File: src/rtl/conv_addr_pkg.sv
// Shared types and size helpers for the convolution-window address generator.
package conv_addr_pkg;

  typedef enum logic [1:0] {
    ST_IDLE = 2'd0,
    ST_RUN  = 2'd1,
    ST_DONE = 2'd2
  } state_t;

  // Bits needed to count 0..n-1; never less than one bit.
  function automatic int cnt_w(input int n);
    return (n <= 2) ? 1 : $clog2(n);
  endfunction

  // Output dimension along one axis of a padded, strided convolution.
  function automatic int out_dim(input int ifm, input int ker, input int pad, input int stride);
    return (ifm + 2 * pad - ker) / stride + 1;
  endfunction

  // Beats in one complete scan (product of all seven loop bounds).
  function automatic longint beat_count(input int ker_w, input int ker_h, input int ch,
                                        input int grp, input int out_w, input int out_h,
                                        input int passes);
    return longint'(ker_w) * ker_h * ch * grp * out_w * out_h * passes;
  endfunction

endpackage

File: src/rtl/wrap_counter.sv
// Counter over 0..MAX that wraps to 0 when advanced at MAX.
module wrap_counter #(
  parameter int MAX = 1,
  parameter int W   = 1
) (
  input  logic         clk,
  input  logic         reset,
  input  logic         clr,
  input  logic         inc,
  output logic [W-1:0] cnt,
  output logic         at_max
);

  assign at_max = (cnt == W'(MAX));

  // Count register: clear has priority over increment.
  always_ff @(posedge clk or negedge reset) begin
    if (!reset) begin
      cnt <= '0;
    end else if (clr) begin
      cnt <= '0;
    end else if (inc) begin
      cnt <= at_max ? '0 : cnt + W'(1);
    end
  end

endmodule

File: src/rtl/conv_window_addrgen.sv
// Convolution-window read-address generator: walks taps, channels, groups,
// output pixels and passes, and presents one address beat per handshake.
module conv_window_addrgen
  import conv_addr_pkg::*;
#(
  parameter int IFM_W      = 28,
  parameter int IFM_H      = 28,
  parameter int KER_W      = 3,
  parameter int KER_H      = 3,
  parameter int STRIDE     = 1,
  parameter int PAD        = 0,
  parameter int CH_PER_MEM = 1,
  parameter int CH_GROUPS  = 1,
  parameter int OFM_PASSES = 1,
  parameter int ADDR_W     = 16
) (
  input  logic                        clk,
  input  logic                        reset,
  input  logic                        start,
  input  logic                        out_ready,
  output logic                        out_valid,
  output logic [ADDR_W-1:0]           addr,
  output logic                        pad_flag,
  output logic [$clog2(CH_GROUPS):0]  grp_idx,
  output logic                        first_tap,
  output logic                        last_tap,
  output logic                        busy,
  output logic                        done
);

  localparam int OUT_W = out_dim(IFM_W, KER_W, PAD, STRIDE);
  localparam int OUT_H = out_dim(IFM_H, KER_H, PAD, STRIDE);
  localparam int SW    = ADDR_W + 1;
  localparam int GW    = $clog2(CH_GROUPS) + 1;

  localparam int KX_W = cnt_w(KER_W);
  localparam int KY_W = cnt_w(KER_H);
  localparam int CH_W = cnt_w(CH_PER_MEM);
  localparam int GR_W = cnt_w(CH_GROUPS);
  localparam int OX_W = cnt_w(OUT_W);
  localparam int OY_W = cnt_w(OUT_H);
  localparam int PS_W = cnt_w(OFM_PASSES);

  localparam logic signed [SW-1:0] STRIDE_S = SW'(STRIDE);
  localparam logic signed [SW-1:0] PAD_S    = SW'(PAD);
  localparam logic signed [SW-1:0] IFM_W_S  = SW'(IFM_W);
  localparam logic signed [SW-1:0] IFM_H_S  = SW'(IFM_H);
  localparam logic [ADDR_W-1:0]    IFM_W_A  = ADDR_W'(IFM_W);
  localparam logic [ADDR_W-1:0]    PLANE_A  = ADDR_W'(IFM_W * IFM_H);

  state_t state, state_n;

  logic            load;
  logic            clr;
  logic            retire;
  logic            issued_all;
  logic            final_tuple;
  logic [6:0]      inc;
  logic [6:0]      at_max;

  logic [KX_W-1:0] kx;
  logic [KY_W-1:0] ky;
  logic [CH_W-1:0] ch;
  logic [GR_W-1:0] grp;
  logic [OX_W-1:0] ox;
  logic [OY_W-1:0] oy;
  logic [PS_W-1:0] ps;
  logic            unused_ok;

  logic signed [SW-1:0] ix;
  logic signed [SW-1:0] iy;
  logic                 pad_now;
  logic [ADDR_W-1:0]    lin_addr;

  // Each counter advances only when every inner counter wraps on this load.
  assign inc[0] = load;
  assign inc[1] = load & at_max[0];
  assign inc[2] = load & (&at_max[1:0]);
  assign inc[3] = load & (&at_max[2:0]);
  assign inc[4] = load & (&at_max[3:0]);
  assign inc[5] = load & (&at_max[4:0]);
  assign inc[6] = load & (&at_max[5:0]);
  assign final_tuple = &at_max;

  // The pass index only sequences rescans; it never enters the address.
  assign unused_ok = &{1'b0, ps};

  wrap_counter #(.MAX(KER_W - 1), .W(KX_W)) u_kx (
    .clk(clk), .reset(reset), .clr(clr), .inc(inc[0]), .cnt(kx), .at_max(at_max[0]));
  wrap_counter #(.MAX(KER_H - 1), .W(KY_W)) u_ky (
    .clk(clk), .reset(reset), .clr(clr), .inc(inc[1]), .cnt(ky), .at_max(at_max[1]));
  wrap_counter #(.MAX(CH_PER_MEM - 1), .W(CH_W)) u_ch (
    .clk(clk), .reset(reset), .clr(clr), .inc(inc[2]), .cnt(ch), .at_max(at_max[2]));
  wrap_counter #(.MAX(CH_GROUPS - 1), .W(GR_W)) u_grp (
    .clk(clk), .reset(reset), .clr(clr), .inc(inc[3]), .cnt(grp), .at_max(at_max[3]));
  wrap_counter #(.MAX(OUT_W - 1), .W(OX_W)) u_ox (
    .clk(clk), .reset(reset), .clr(clr), .inc(inc[4]), .cnt(ox), .at_max(at_max[4]));
  wrap_counter #(.MAX(OUT_H - 1), .W(OY_W)) u_oy (
    .clk(clk), .reset(reset), .clr(clr), .inc(inc[5]), .cnt(oy), .at_max(at_max[5]));
  wrap_counter #(.MAX(OFM_PASSES - 1), .W(PS_W)) u_ps (
    .clk(clk), .reset(reset), .clr(clr), .inc(inc[6]), .cnt(ps), .at_max(at_max[6]));

  // Input coordinates of the current tap, padding test and linear address.
  always_comb begin
    ix       = SW'(ox) * STRIDE_S + SW'(kx) - PAD_S;
    iy       = SW'(oy) * STRIDE_S + SW'(ky) - PAD_S;
    pad_now  = (ix < 0) || (ix >= IFM_W_S) || (iy < 0) || (iy >= IFM_H_S);
    lin_addr = ADDR_W'(ch) * PLANE_A + ADDR_W'(iy) * IFM_W_A + ADDR_W'(ix);
  end

  // State register.
  always_ff @(posedge clk or negedge reset) begin
    if (!reset) begin
      state <= ST_IDLE;
    end else begin
      state <= state_n;
    end
  end

  // Next state, load/retire strobes and status outputs.
  always_comb begin
    state_n = state;
    load    = 1'b0;
    clr     = 1'b0;
    retire  = 1'b0;
    busy    = 1'b0;
    done    = 1'b0;
    case (state)
      ST_IDLE: begin
        if (start) begin
          state_n = ST_RUN;
          clr     = 1'b1;
        end
      end
      ST_RUN: begin
        busy = 1'b1;
        load = !issued_all && (!out_valid || out_ready);
        if (issued_all && out_valid && out_ready) begin
          retire  = 1'b1;
          state_n = ST_DONE;
        end
      end
      ST_DONE: begin
        done    = 1'b1;
        state_n = ST_IDLE;
      end
      default: state_n = ST_IDLE;
    endcase
  end

  // Remembers that the final tuple has been loaded so no further loads occur.
  always_ff @(posedge clk or negedge reset) begin
    if (!reset) begin
      issued_all <= 1'b0;
    end else if (clr) begin
      issued_all <= 1'b0;
    end else if (load && final_tuple) begin
      issued_all <= 1'b1;
    end
  end

  // Output register: loads from the counters, holds under back-pressure.
  always_ff @(posedge clk or negedge reset) begin
    if (!reset) begin
      out_valid <= 1'b0;
      addr      <= '0;
      pad_flag  <= 1'b0;
      grp_idx   <= '0;
      first_tap <= 1'b0;
      last_tap  <= 1'b0;
    end else if (load) begin
      out_valid <= 1'b1;
      addr      <= pad_now ? '0 : lin_addr;
      pad_flag  <= pad_now;
      grp_idx   <= GW'(grp);
      first_tap <= ~|{kx, ky, ch, grp};
      last_tap  <= &at_max[3:0];
    end else if (retire) begin
      out_valid <= 1'b0;
    end
  end

endmodule
File: config.mk
export PLATFORM = sky130hd
export DESIGN_NAME = conv_window_addrgen
export DESIGN_NICKNAME = d
export VERILOG_FILES = /design/src/rtl/conv_addr_pkg.sv /design/src/rtl/wrap_counter.sv /design/src/rtl/conv_window_addrgen.sv
export SDC_FILE = /design/constraint.sdc
export NUM_CORES = 1
export LEC_CHECK = 0
export CORE_ASPECT_RATIO = 1.5
export CORE_UTILIZATION = 25
export DETAILED_ROUTE_END_ITERATION = 8
export MAX_ROUTING_LAYER = met4
export PLACE_DENSITY = 0.38
export SLEW_MARGIN = 20
export SYNTH_ARGS = -nofsm -noshare
export SYNTH_HDL_FRONTEND = slang
export SYNTH_SLANG_ARGS = --single-unit
File: constraint.sdc
create_clock -name clk -period 9.5 [get_ports clk]
set_input_delay 0.95 -clock clk [delete_from_list [all_inputs] [get_ports clk]]
set_output_delay 0.95 -clock clk [all_outputs]
set_load 0.05 [all_outputs]
==> out/qor.csv <==
metric,value,unit
multiplexer share of the synthesized area,0.00827,
Site Rows,43,
clk_lat worst skew,0.28,ns
switch share,0.364,
Seq cells post-synth,33,
I/O pins,27,
Post-Synth XOR/XNOR Area,0.0543,
Post-Syn Instances,259,
layout cells sized above 1,0.0712,
1st-pass router iterations,4,
Final setup viols,0,
initial antenna violation count,0,
detailed-route DRC error count,0,
Die X,82.3,µm
power share of the clock group,0.332,
largest family of logic cells by synthesized area,simple AND/OR/NAND/NOR gates,
Tightest Pin Transition,0.788,ns
Post-CTS Hold Fix Bufs,0,
highest net fanout along the worst path,7,
CTS tree,yes,
Crit Path Class,register to register,
post-synthesis simple-gate area fraction,0.188,
WL/cell,13.7,µm
Synth Area in Adders,0.181,
Vias/cell,4.72,
Initial Utilization,0.260,
CTS H-Tree Depth,2,
Slew Limit Fails,0,
sequential share of the synthesized area,0.341,
number of routed nets with antenna violations,0,
RePlAce Congestion,0.732,
status,completed,
P_sw,0.212,mW
final-report hold violation count,0,
Reg power frac,0.324,
Placed Area,0.00273,mm²
largest area contributor in the netlist,dfrtp_1,
Final TNS setup,0,ns
Final #Nets,316,
Power Internal,0.370,mW
cell area after layout,0.00291,mm²
Max-Cap Viols,0,
final std cells w/o fill,393,
"most common cell after layout, fill and taps aside",dfrtp_1,
Slew HR,0.475,
GRT overflow,0,
synthesized area,0.00242,mm²
postcts setup bufs,0,
Synth area leaders,"dfrtp_1, ha_1, fa_1, xnor2_1, a21oi_1",
Power Density,200,mW/mm²
Post-synth EDFFs,0,
crit share post-route,0.453,
clock transition at the registers of the reported paths,0.06,ns
RSZ-0062 raised after global routing,false,
Syn Area/Cell,9.34,µm²
Crit path required time,9.66,ns
Peak VDD IR,145,µV
number of global-route vias before repair,1929,
minimum clock period,4.31,ns
all-layer global routing usage,0.128,
Async SR Flop Fraction,1.00,
CTS Root Cell,clkbuf_16,
crit end category,register,
core area,0.00931,mm²
total wire length,5380,µm
CTS sink count,33,
TritonCTS Buffers,5,
leakage,1.38,nW
Yosys cell types,49,
die area,0.0101,mm²
"Warnings, synthesis",0,
first-pass GRT wire length,9340,µm
Die Ht,122,µm
DRT iter0 DRCs,46,
CP Data Arrival Time,4.47,ns
Layout area overhead,20.1,%
placed insts,385,
Gate power share,0.344,
Compound-Gate Fraction of Synth Area,0.166,
most common flop cell mapped by yosys,dfrtp_1,
final clock skew,0.00444,ns
clock buffer depth,2,
filler instances,973,
Yosys top cell area share,0.341,
Startpoint Class,register,
most frequent cells in the layout,"dfrtp_1, ha_1, clkdlybuf4s50_1",
vias,1854,
PortBufs,21,
post-cts resize count,0,
fmax,232,MHz
n_diodes,0,
HPWL Detailed,4210,µm
min-delay worst type,register to register,
largest net degree at the start of global routing,34,
-- critical path, cell delays in order (launching register included) --
cell     delay, ns
dfrtp_1       0.45
ha_1          0.23
inv_1         0.06
fa_1          0.39
xnor2_1       0.43
fa_1          0.51
ha_1          0.22
fa_1          0.44
ha_1          0.30
ha_1          0.36
o21a_1        0.13
a21oi_1       0.07
nor3_1        0.24
nand3_1       0.14
xnor2_1       0.16
o21ai_1       0.07
-- routing by layer --
| metal | share of wire | wire length (µm) | vias to the layer above | track usage |
|---|---|---|---|---|
| met2 | 0.53 | 2850 | 24 | 0.222 |
| met3 | 0.025 | 133 | 6 | 0.0268 |
| met5 | 0 | 0 | - | - |
| li1 | - | - | 937 | - |
| met4 | 0.017 | 93 | 0 | 0.0493 |
| met1 | 0.43 | 2300 | 887 | 0.139 |
-- final cells by class --
| type | count | area [µm²] | share of cell area |
|---|---|---|---|
| Clock buffer | 6 | 139 | 0.0478 |
| Multi-Input combinational cell | 198 | 1470 | 0.505 |
| Sequential cell | 33 | 826 | 0.284 |
| Timing Repair Buffer | 23 | 225 | 0.0775 |
| Clock inverter | 2 | 37.5 | 0.0129 |
| Tap cell | 112 | 140 | 0.0482 |
| Inverter | 19 | 71.3 | 0.0245 |
-- state kept, by name, indices dropped and copies added, names as in the netlist --
signal      flops
addr           12
u_ox.cnt        5
u_oy.cnt        5
state           2
u_kx.cnt        2
u_ky.cnt        2
first_tap       1
issued_all      1
last_tap        1
out_valid       1
pad_flag        1
-- per-stage QoR --
stage          utilization  hold WS [ns]  total power [mW]  worst slack, ns
3_3_place_gp         0.293         0.465             0.393             5.32
3_5_place_dp         0.293         0.466             0.394             5.16
6_report             0.312         0.474             0.582             5.19
5_1_grt              0.312         0.503             0.624             4.87
2_1_floorplan            -         0.495             0.330             5.50
4_1_cts              0.312         0.480             0.594             5.16
-- power by group through the flow --
stage / Clock, mW / Sequential, mW / Combinational (mW)
after CTS: 0.200 / 0.189 / 0.205
final: 0.193 / 0.188 / 0.200
after global placement: 0 / 0.191 / 0.202
after floorplan: 0 / 0.235 / 0.0945
after detailed placement: 0 / 0.191 / 0.204
after global routing: 0.206 / 0.193 / 0.225
-- cell usage after synthesis, drive strengths merged, types with 3 or more instances --
master and number:
fa 5, nor3 6, nand2 20, ha 27, a22o 4, clkbuf 5, a21o 5, a21oi 15
a311oi 3, nand3 6, buf 8, nand2b 5, or3 4, nor2b 7, inv 19, dfrtp 33
xnor2 11, nor2 20, o21ai 19, xor2 4, nor3b 3
-- worst paths after layout --
kind / slack [ns] / cells after the start / start / to
worst min-delay path: 0.47 / 2 / last_tap$_DFFE_PN0P_ / last_tap$_DFFE_PN0P_
worst max register to register: 5.19 / 15 / u_oy.cnt[0]$_DFFE_PN0P_ / addr[10]$_DFFE_PN0P_
worst min register to register: 0.47 / 2 / last_tap$_DFFE_PN0P_ / last_tap$_DFFE_PN0P_
min in group asynchronous: 1.09 / 2 / reset / addr[1]$_DFFE_PN0P_
worst max-delay path: 5.19 / 15 / u_oy.cnt[0]$_DFFE_PN0P_ / addr[10]$_DFFE_PN0P_
max in group asynchronous: 8.10 / 2 / reset / u_oy.cnt[1]$_DFFE_PN0P_
-- cells by family after synthesis --
logic type,count (synthesis)
AOI/OAI and AO/OA,61
xor gates and xnor gates,15
adders and majority gates,32
buffers and inverters,32
DFF,33
muxes,2
other,1
and+or+nand+nor,83
Note: power is estimated with default switching activity, not from simulation.
